File: src/rtl/tone_sequencer.sv
// Keypad-to-PWM tone sequencer: debounce presses, queue up to four keys, play them as timed tones.
// Build option TONE_SEQ_REPLACE_EN: a press into a full queue overwrites the newest entry instead of being dropped.
module tone_sequencer #(
    parameter int DEB_CYCLES  = 500000,
    parameter int TONE_CYCLES = 25000000,
    parameter int GAP_CYCLES  = 2500000,
    parameter int N_BASE      = 1000,
    parameter int N_STEP      = 100
) (
    input  logic        clk,
    input  logic        rst,
    input  logic        opr,
    input  logic [3:0]  posT,
    output logic [11:0] n_freq,
    output logic        pwm_en,
    output logic [3:0]  note_pos,
    output logic        busy,
    output logic [2:0]  q_count,
    output logic        overflow
);

    localparam logic [24:0] DEB_LAST  = 25'(DEB_CYCLES - 1);
    localparam logic [24:0] TONE_LAST = 25'(TONE_CYCLES - 1);
    localparam logic [24:0] GAP_LAST  = 25'(GAP_CYCLES - 1);
    localparam logic [11:0] N_RESET   = 12'(N_BASE);

    typedef enum logic [1:0] {S_IDLE, S_LOAD, S_PLAY, S_GAP} state_t;

    logic        r_s1, r_s2, r_deb_lvl, r_press_acc;
    logic [24:0] r_deb_cnt;
    logic [3:0]  r_press_pos;
    logic        w_deb_flip;

    logic [3:0]  r_mem [4];
    logic [1:0]  r_rd_ptr, r_wr_ptr;
    logic [2:0]  r_count;
    logic        r_overflow;
    logic        w_full, w_pop, w_push_ok, w_ovf;
    logic [3:0]  w_head;
    logic [31:0] w_n_calc;
    logic [11:0] w_n_sat;

    state_t      r_state, w_next_state;
    logic [24:0] r_tmr, w_next_tmr;

    // The flip fires on the DEB_CYCLES-th consecutive cycle that s2 disagrees with the debounced level.
    assign w_deb_flip = (r_s2 != r_deb_lvl) && (r_deb_cnt == DEB_LAST);

    always_ff @(posedge clk or negedge rst) begin
        if (!rst) begin
            r_s1        <= 1'b0;
            r_s2        <= 1'b0;
            r_deb_lvl   <= 1'b0;
            r_deb_cnt   <= '0;
            r_press_acc <= 1'b0;
            r_press_pos <= '0;
        end else begin
            r_s1 <= opr;
            r_s2 <= r_s1;
            if (r_s2 == r_deb_lvl) begin
                r_deb_cnt <= '0;
            end else if (w_deb_flip) begin
                r_deb_cnt <= '0;
                r_deb_lvl <= r_s2;
            end else begin
                r_deb_cnt <= r_deb_cnt + 25'd1;
            end
            r_press_acc <= w_deb_flip && r_s2;
            if (w_deb_flip && r_s2) begin
                r_press_pos <= posT;
            end
        end
    end

    assign w_full    = (r_count == 3'd4);
    assign w_head    = r_mem[r_rd_ptr];
    // A pop in the same cycle frees a slot, so a press into a full queue still lands.
    assign w_push_ok = r_press_acc && (!w_full || w_pop);
    assign w_ovf     = r_press_acc && w_full && !w_pop;

    always_ff @(posedge clk or negedge rst) begin
        if (!rst) begin
            for (int i = 0; i < 4; i++) begin
                r_mem[i] <= '0;
            end
            r_rd_ptr   <= '0;
            r_wr_ptr   <= '0;
            r_count    <= '0;
            r_overflow <= 1'b0;
        end else begin
            if (w_push_ok) begin
                r_mem[r_wr_ptr] <= r_press_pos;
                r_wr_ptr        <= r_wr_ptr + 2'd1;
            end
`ifdef TONE_SEQ_REPLACE_EN
            else if (w_ovf) begin
                r_mem[r_wr_ptr - 2'd1] <= r_press_pos;
            end
`endif
            if (w_pop) begin
                r_rd_ptr <= r_rd_ptr + 2'd1;
            end
            case ({w_push_ok, w_pop})
                2'b10:   r_count <= r_count + 3'd1;
                2'b01:   r_count <= r_count - 3'd1;
                default: r_count <= r_count;
            endcase
            r_overflow <= w_ovf;
        end
    end

    assign w_n_calc = 32'(N_BASE) + 32'(N_STEP) * {28'd0, w_head};
    assign w_n_sat  = (w_n_calc > 32'd4095) ? 12'hFFF : w_n_calc[11:0];

    always_ff @(posedge clk or negedge rst) begin
        if (!rst) begin
            r_state <= S_IDLE;
            r_tmr   <= '0;
        end else begin
            r_state <= w_next_state;
            r_tmr   <= w_next_tmr;
        end
    end

    always_comb begin
        w_next_state = r_state;
        w_next_tmr   = r_tmr;
        w_pop        = 1'b0;
        pwm_en       = 1'b0;
        busy         = 1'b1;
        case (r_state)
            S_IDLE: begin
                busy       = 1'b0;
                w_next_tmr = '0;
                if (r_count != 3'd0) begin
                    w_next_state = S_LOAD;
                end
            end
            S_LOAD: begin
                w_pop        = 1'b1;
                w_next_tmr   = '0;
                w_next_state = S_PLAY;
            end
            S_PLAY: begin
                pwm_en = 1'b1;
                if (r_tmr == TONE_LAST) begin
                    w_next_tmr   = '0;
                    w_next_state = S_GAP;
                end else begin
                    w_next_tmr = r_tmr + 25'd1;
                end
            end
            S_GAP: begin
                if (r_tmr == GAP_LAST) begin
                    w_next_tmr   = '0;
                    w_next_state = S_IDLE;
                end else begin
                    w_next_tmr = r_tmr + 25'd1;
                end
            end
            default: begin
                w_next_tmr   = '0;
                w_next_state = S_IDLE;
            end
        endcase
    end

    // Updated only on leaving LOAD, which is the edge PLAY starts, so N is stable for the whole tone.
    always_ff @(posedge clk or negedge rst) begin
        if (!rst) begin
            n_freq   <= N_RESET;
            note_pos <= '0;
        end else if (r_state == S_LOAD) begin
            n_freq   <= w_n_sat;
            note_pos <= w_head;
        end
    end

    assign q_count  = r_count;
    assign overflow = r_overflow;

endmodule

File: config.mk
export PLATFORM = sky130hd
export DESIGN_NAME = tone_sequencer
export DESIGN_NICKNAME = d
export VERILOG_FILES = /design/src/rtl/tone_sequencer.sv
export SDC_FILE = /design/constraint.sdc
export NUM_CORES = 1
export LEC_CHECK = 0
export BUFFER_PORTS_ARGS = -buffer_cell sky130_fd_sc_hd__buf_2
export CAP_MARGIN = 25
export CORE_ASPECT_RATIO = 1.75
export CORE_MARGIN = 10
export CORE_UTILIZATION = 47
export CTS_CLUSTER_DIAMETER = 30
export CTS_CLUSTER_SIZE = 28
export DETAILED_ROUTE_END_ITERATION = 8
export GPL_ROUTABILITY_DRIVEN = 0
export GPL_TIMING_DRIVEN = 0
export PLACE_DENSITY = 0.66
export SETUP_SLACK_MARGIN = 0.4
export SLEW_MARGIN = 20
export SYNTH_ARGS = -nofsm -noshare
export SYNTH_HDL_FRONTEND = slang
export SYNTH_SLANG_ARGS = --single-unit
File: constraint.sdc
create_clock -name clk -period 4.4 [get_ports clk]
set_clock_uncertainty 0.2 [all_clocks]
set_input_delay 0.22 -clock clk [delete_from_list [all_inputs] [get_ports clk]]
set_output_delay 0.22 -clock clk [all_outputs]
set_load 0.005 [all_outputs]
======== Yosys cells after proc, flatten, opt, wreduce, memory -nomap -nowiden ========
Index checks and enable logic that the tools add are counted.
storage, ports and cells
  register bits after elaboration ......... 100
  logic and storage cells ................. 82
cells by class
  reduce and logical (&&, ||, !) cells .... 15
  bitwise logic cells ..................... 3
  add/subtract/negate cells ............... 7
  $lt $le $gt $ge ......................... 4
  mux-type cells .......................... 20
  $mul .................................... 1
  eq/ne operators ......................... 14
operator list
  kind                                                                count
  25-bit two-way mux                                                  4
  25-bit case mux with 3 select lines                                 1
  25-bit by 1-bit adder with 25-bit output (second input constant)    2
  25-bit by 19-bit == test with 1-bit output (second input constant)  1
  25-bit by 22-bit == test with 1-bit output (second input constant)  1
  25-bit == test (second input constant)                              1
  16-bit bitwise mux                                                  1
  10-bit by 11-bit adder with 12-bit output (first input constant)    1
  12-bit > comparator (second input constant)                         1
  12-bit two-way mux                                                  1
  4-bit two-way mux                                                   3
  5-bit by 4-bit multiplier with 9-bit output (first input constant)  1
  4-bit binary-select mux with 2-bit select                           1
  4-bit demux with 2-bit select                                       1
  2-bit case mux with 4 select lines                                  1
  2-bit == test (second input constant)                               3
  3-bit >= comparator (second input constant)                         2
  1-bit logical AND                                                   6
  2-bit two-way mux                                                   3
  2-bit != test (second input constant)                               3
  2-bit NOT with 3-bit output                                         2
  3-bit case mux with 2 select lines                                  1
  2-bit by 1-bit adder with 2-bit output (second input constant)      2
  2-bit by 1-bit == test with 1-bit output (second input constant)    2
  other kinds (16)                                                    19

======== Longest topological paths before layout ========
Gate-level depths: netlist (run 1).
  word-level depth ........................ 8
  mapped depth ............................ 13
  mapped depth without buffers ............ 11

======== Least setup slack after synthesis (run 1) ========
No wires, ideal clock.
  path type ............................... reg-to-reg
  start ................................... register r_rd_ptr[0]
  end ..................................... register n_freq[11]
  data arrival time ....................... 2.993 ns
  cell stages (with the launch flop) ...... 12
  slack ................................... 1.082 ns
  clock period less this slack ............ 3.318 ns
  cell sequence ........................... dfrtp_1 > clkbuf_1 > mux4_2 > ha_1 > ha_1 > inv_1 > fa_1 > xor2_1 > and3_1 > nor2b_1 > a21boi_0 > mux2_2
on the way
  word-level cells in the longest chain between the ends .. 8
ends and longest elaborated chain
  element                                                 line  source
  start, declared                                         35    logic [1:0] r_rd_ptr, r_wr_ptr;
  start signal, assigned                                  101   r_rd_ptr <= r_rd_ptr + 2'd1;
  2-bit NOT with 3-bit output (implied by the code) *     76    assign w_head = r_mem[r_rd_ptr];
  4-bit binary-select mux with 2-bit select *             76
  4-bit two-way mux (implied by the code) * (2 in a row)  76
  named net w_head[1]                                     39    logic [3:0] w_head;
  5-bit by 4-bit multiplier with 9-bit output *           112   assign w_n_calc = 32'(N_BASE) + 32'(N_STEP) * {28'd0, w_head};
  10-bit by 11-bit adder with 12-bit output *             112
  12-bit > comparator                                     113   assign w_n_sat = (w_n_calc > 32'd4095) ? 12'hFFF : w_n_calc[11:0];
  12-bit two-way mux *                                    113
  end signal, assigned                                    174   n_freq <= w_n_sat;
  end, declared                                           14    output logic [11:0] n_freq,
The timed path passes the listed nets; every way through them passes the cells marked *. The select of a mux whose other input is x is not followed.
A chain may end at the register's enable or synchronous reset.

======== Final worst setup path (run 1) ========
Ends and elaborated chain as after synthesis.

==> results.cfg, run 1 <==
[synth]
ys.flop_type = dfrtp_1
avgSynthCellArea_um2 = 10.89
synthArstFlopShare_pct = 100.0
syn_area_um2 = 4911
synth_top_area_share_pct = 46.37
synth_warnings = 0
synth_top_area_cell = dfrtp_1
ys_ff_latch = 97
synth.distinct_cells = 44
ys_seq_area_share_pct = 49.58
synth_edf_count = 0
synth.area.top_cells = dfrtp_1, mux2_2, xnor2_1, xor2_1, ha_1
syn-instance-count = 451

[sta]
clock.fmax_mhz = 278.8
slew_viol_final = 0
relSlewSlack_pct = 46.20
min_period_ns = 3.586
grt_setup_unrepaired = no
tightest_slew_ns = 0.8008
min_period_over_period_pct = 81.50
finalSetupViolCount = 0
finalHoldViolCount = 0
timing.final.ws_setup_ns = 0.8138
tns_ns = 0

[place]
dp_slack_ns = 0.8061
io_buffers = 26
post-dp-hpwl_um = 6943

[detailed_routing]
vias = 3388
vias_per_cell = 5.395
dr.pass1.iters = 4
drt_iter0_markers = 106
wl_per_cell_um = 15.01
drt-total-wl_um = 9427
drc = 0
ant_nets = 0

[clocking]
clock_latency_ns = 0.35
post_cts_resized = 0
root_buffer = clkbuf_16
post-cts-setup-buffers = 0
numCtsBuffers = 9
clockBufferDepth = 2
cts_tree = done
cts_hold_buf = 6
cts_sinks = 97
htreeDepth = 3
clk_pin_slew_ns = 0.08

[setup_path]
critPathRequiredTime_ns = 4.44
r2r-end = n_freq[11]$_DFFE_PN0P_
arrival_ns = 3.63
cp_max_fo = 6
worstReg2RegStart = r_rd_ptr[0]$_DFFE_PN0P_
setup.worst_path.end_class = flip-flop
cp-start-kind = flip-flop
r2r_slack_ns = 0.81
r2r_cells = 11
timing_worst_setup_path_type = flip-flop to flip-flop

[floorplanning]
io_pins = 29
fp.dieW_um = 97.27
die_area_um2 = 15100
die_h_um = 155.2
initial_core_util_pct = 47.97
core_area_um2 = 10240
rows = 49

[finish]
layout-drive-gt1-share_pct = 19.56
fillers = 888
nNetsFinal = 525
area_growth_pct = 13.68
diodes = 0

[global_route]
grt_first_pass_wirelength_um = 16320
antenna_found_initial = 0
grt_overflow = 0
grt_pass1_vias = 3514
grtUsageTotal_pct = 12.92
grt_max_degree = 65

[power]
finalPower_w = 0.001689
powerDensity_nw_per_um2 = 302.5
vdd_drop_max_uv = 214.9
p_leak_nw = 2.551

[hold_path]
hold_path.class = input pin to asynchronous set/reset pin

[flow_run]
drv_cap = 0

[outcome]
status = completed
cell usage after synthesis (3+ instances only):
master and count:
a21oi_1 3, and3_1 9, and4_1 8, buf_2 4, buf_4 5, clkbuf_1 7, dfrtp_1 91, dfstp_2 6
ha_1 20, inv_1 21, mux2_2 30, mux4_2 4, nand2_1 28, nand3_1 15, nand4_1 20, nor2_1 61
nor2b_1 4, nor3_1 12, nor4_1 13, nor4b_1 3, xnor2_1 30, xor2_1 30
power by group:
group          leakage [nW]   total, W  switching, W  internal [W]
combinational          1.09  0.0000398     0.0000261     0.0000136
sequential             1.33   0.000897    0.00000279      0.000895
clock                 0.138   0.000751      0.000357      0.000394
cell families (layout without fill, tap and decap cells):
family | Yosys count | in the layout | share of synthesized area [%]
simple gates | 182 | 182 | 18.98
flops | 97 | 97 | 49.58
xor+xnor | 60 | 60 | 10.70
buf+inv | 38 | 87 | 3.389
mux | 36 | 36 | 9.146
fa+ha+maj | 22 | 22 | 5.911
compound gates | 15 | 15 | 2.217
other cells | 1 | 2 | 0.07636
routing by layer:
metal,GRT usage [%],vias up,wire length [µm]
met2,23.91,57,5116
met4,5.076,0,147
met5,0,-,0
met3,3.104,11,373
li1,-,1638,-
met1,13.67,1682,3790
critical path, stage by stage, from the launching register on:
cell and delay, ns:
dfrtp_1 0.33, clkbuf_1 0.35, mux4_2 0.64, ha_1 0.31
ha_1 0.19, inv_1 0.07, fa_1 0.41, xor2_1 0.21
and3_1 0.19, nor2b_1 0.20, a21boi_0 0.11, mux2_2 0.28
stage by stage:
step | utilization, % | cells | hold WS [ns] | area (µm²)
floorplan | - | 452 | -0.2756 | 4915
global placement | 50.82 | 605 | 0.1297 | 5204
detailed placement | 51.15 | 606 | -0.07186 | 5238
CTS | 54.53 | 628 | 0.1161 | 5583
global route | 54.53 | 628 | 0.1268 | 5583
finish | 54.53 | 628 | 0.1094 | 5583
layout by cell type (no fill, tap or decap), types with 2 or more instances in the layout:
cell type,instances
a21oi_1,3
a31oi_1,2
and3_1,9
and4_1,8
buf_2,29
buf_4,5
clkbuf_1,7
clkbuf_16,9
conb_1,2
dfrtp_1,91
dfstp_2,6
dlygate4sd3_1,6
fa_1,2
ha_1,20
inv_1,21
inv_6,5
mux2_2,30
mux4_2,4
nand2_1,28
nand3_1,15
nand4_1,20
nor2_1,61
nor2b_1,4
nor3_1,12
nor4_1,13
nor4b_1,3
o21ai_0,2
or2_2,2
or4_1,2
xnor2_1,30
xor2_1,30
cell type report:
cell class              count  area, µm²  area share (%)
well taps                 127      158.9           2.846
multi-input cells         317       2313           41.44
plain buffers              17      87.58           1.569
flip-flops and latches     97       2435           43.61
repair buffers             33      224.0           4.012
clock buffers               9      225.2           4.034
inverters                  21      78.83           1.412
clock inverters             7      60.06           1.076
how the worst max path moves through the flow:
stage / from / endpoint / slack [ns] / cells past startpoint
after floorplan: r_rd_ptr[0]$_DFFE_PN0P_ / n_freq[11]$_DFFE_PN0P_ / 1.08 / 11
after global placement: r_rd_ptr[0]$_DFFE_PN0P_ / n_freq[11]$_DFFE_PN0P_ / 0.86 / 11
after detailed placement: r_rd_ptr[0]$_DFFE_PN0P_ / n_freq[11]$_DFFE_PN0P_ / 0.81 / 11
after CTS: r_rd_ptr[0]$_DFFE_PN0P_ / n_freq[11]$_DFFE_PN0P_ / 0.79 / 11
after global routing: r_rd_ptr[0]$_DFFE_PN0P_ / n_freq[11]$_DFFE_PN0P_ / 0.54 / 11
final: r_rd_ptr[0]$_DFFE_PN0P_ / n_freq[11]$_DFFE_PN0P_ / 0.81 / 11
state kept, by name (all words and copies together), names as in the netlist, 3 cells and up:
register and cells:
q_count 3, n_freq 9, r_mem 16, r_tmr 25, note_pos 4, r_deb_cnt 25
r_press_pos 4
(Power assumes the default switching activity.)
==> inputs of run 2 (changes only) <==
Settings changed: ABC_AREA set to 1.
Clock period 4.4 ns to 3.45 ns, I/O delays scaled along.
==> run 2 against run 1 <==
  * Fmax is 25% higher
  * Worst hold slack gained 0.020 ns
  * Sequential power rose by 27%
  * Area after synthesis increased by 12%
  * Combinational power increased by 28%
  * Register-to-register slack got worse by 0.23 ns
  * First-iteration DRC count is 140% higher
  * Sequential share of layout area is 4.6 points lower
  * Routed wire length rose by 34%
  * Critical path type unchanged
  * Critical endpoint is now n_freq[10]$_DFFE_PN0P_
==> results.cfg, run 2 <==
[detailed_routing]
dr.pass1.iters = 5
ant_nets = 0
drt_iter0_markers = 253
drc = 0
vias_per_cell = 5.158
wl_per_cell_um = 13.82
vias = 4709
drt-total-wl_um = 12620

[clocking]
cts_sinks = 97
cts_tree = done
numCtsBuffers = 9
clockBufferDepth = 2
clk_pin_slew_ns = 0.08
htreeDepth = 3
clock_latency_ns = 0.35
root_buffer = clkbuf_16

[sta]
grt_setup_unrepaired = no
slew_viol_final = 0
min_period_ns = 2.867
timing.final.ws_setup_ns = 0.5831
min_period_over_period_pct = 83.10
tightest_slew_ns = 0.5427
tns_ns = 0
relSlewSlack_pct = 63.54
finalHoldViolCount = 0
finalSetupViolCount = 0
clock.fmax_mhz = 348.8

[synth]
synth_most_common_cell = nand2_1
syn_area_um2 = 5517
synth_top_area_share_pct = 41.28
synth_top_area_cell = dfrtp_1
synth_common_cells = nand2_1, nor2_1, inv_1, dfrtp_1, nand3_1
synthArstFlopShare_pct = 100.0
syn-instance-count = 728
avgSynthCellArea_um2 = 7.578
synth_edf_count = 0
ys_ff_latch = 97
synth.distinct_cells = 40
synth.area.top_cells = dfrtp_1, nand2_1, nor2_1, inv_1, ha_1
ys.flop_type = dfrtp_1
synth_warnings = 0
ys_seq_area_share_pct = 44.14

[setup_path]
path_cells = buf_2 > o21ai_0 > o22ai_2 > ha_1 > ha_1 > inv_1 > fa_1 > xnor2_1 > inv_1 > nand2_1 > nor2_1 > nand3_1 > nand2_1 > nand3_1
slowest_delay_ns = 0.41
critPathRequiredTime_ns = 3.48
r2r_slack_ns = 0.58
cp_max_fo = 10
worstReg2RegStart = r_rd_ptr[0]$_DFFE_PN0P_
slowest_stage = fa_1
r2r-end = n_freq[10]$_DFFE_PN0P_
cp-start-kind = flip-flop
critPathLaunch = r_rd_ptr[0]$_DFFE_PN0P_
arrival_ns = 2.90
worstSetupEndpoint = n_freq[10]$_DFFE_PN0P_
setup.worst_path.end_class = flip-flop
timing_worst_setup_path_type = flip-flop to flip-flop
r2r_cells = 14

[place]
dp_slack_ns = 0.4559
io_buffers = 26
post-dp-hpwl_um = 9711
place_inst = 891

[floorplanning]
fp.dieW_um = 101.9
initial_core_util_pct = 47.90
die_area_um2 = 16640
io_pins = 29
rows = 52
core_area_um2 = 11520
die_h_um = 163.3

[outcome]
status = completed

[power]
p_leak_nw = 2.885
vdd_drop_max_uv = 227.0
powerDensity_nw_per_um2 = 355.9

[global_route]
grt_max_degree = 52
grt_pass1_vias = 4739
antenna_found_initial = 0
grtUsageTotal_pct = 16.04
grt_overflow = 0
grt_first_pass_wirelength_um = 21530

[finish]
multi_input_area_um2 = 2668
fin_util_pct = 54.16
diodes = 0
final_common_cell = nand2_1
fillers = 1078
layout-drive-gt1-share_pct = 10.93
mostFrequentLayoutCells = nand2_1, nor2_1, inv_1
nNetsFinal = 802
top_regs = r_deb_cnt: 25 flops, r_tmr: 25 flops, r_mem: 16 flops
final_cells = 913
seqCellArea_um2 = 2435
area_growth_pct = 13.06

[flow_run]
drv_cap = 0

[hold_path]
hold_path.class = input pin to asynchronous set/reset pin
-- run 2: kinds of logic (layout without fill, tap and decap cells) --
logic type	after synthesis	in the layout	share of synthesized area, %
AND/OR/NAND/NOR	422	422	32.73
buffers and inverters	109	158	7.893
flip-flops	97	97	44.14
AO/OA/AOI/OAI	48	48	4.944
adder cells (fa/ha/maj)	22	22	5.262
XOR/XNOR	21	21	3.334
multiplexers	8	8	1.633
other	1	2	0.06798
-- run 2: per-layer routing --
layer	share of wire (%)	wire (µm)	global-route usage [%]	vias to the layer above
li1	-	-	-	2382
met1	40	5060	17.30	2198
met2	53	6707	28.68	99
met3	3.3	414	3.299	30
met4	3.4	435	7.990	0
met5	0	0	0	-
-- run 2: through the flow --
stage	instance area (µm²)	power (W)	hold slack [ns]
after floorplan	5520	0.001178	-0.3231
after global placement	5819	0.001208	0.08100
after detailed placement	5853	0.001214	-0.05049
after CTS	6220	0.002240	0.1405
after global routing	6237	0.002299	0.1582
final	6237	0.002220	0.1293
-- run 2: power by group --
part	switching, W	leakage [nW]	total, W	internal [W]
combinational	0.0000348	1.43	0.0000511	0.0000162
sequential	0.00000332	1.31	0.00114	0.00114
clock	0.000506	0.150	0.00103	0.000519
-- run 2: how the worst min path moves through the flow --
| stage | endpoint | start | cells past startpoint |
|---|---|---|---|
| after floorplan | n_freq[10]$_DFFE_PN0P_ | rst | 0 |
| after global placement | r_s1$_DFF_PN0_ | opr | 1 |
| after detailed placement | r_deb_cnt[23]$_DFF_PN0_ | rst | 1 |
| after CTS | r_deb_cnt[23]$_DFF_PN0_ | rst | 2 |
| after global routing | r_deb_cnt[24]$_DFF_PN0_ | rst | 2 |
| final | r_deb_cnt[24]$_DFF_PN0_ | rst | 2 |
-- run 2: critical path, delay by kind of cell, from the launching register on --
family,cells,cell delay [ns]
buffers and inverters,3,0.33
adder cells (fa/ha/maj),3,0.88
XOR/XNOR,1,0.17
flip-flops,1,0.37
AND/OR/NAND/NOR,5,0.39
AO/OA/AOI/OAI,2,0.40
-- run 2: what timing repair did --
action | in CTS | in global routing
resized for setup | 0 | 3
endpoints found under the hold margin | 100 | 0
endpoints found under the setup margin | 0 | 3
setup buffers | 0 | 0
hold buffers | 6 | 0
-- run 2: layout make-up --
type                            count  share of cell area, %
Multi-Input combinational cell    523                  42.77
Sequential cell                    97                  39.04
Inverter                          100                  6.118
Clock buffer                        9                  3.611
Timing Repair Buffer               33                  3.591
Tap cell                          135                  2.708
Clock inverter                      7                  1.304
Buffer                              9                 0.8626
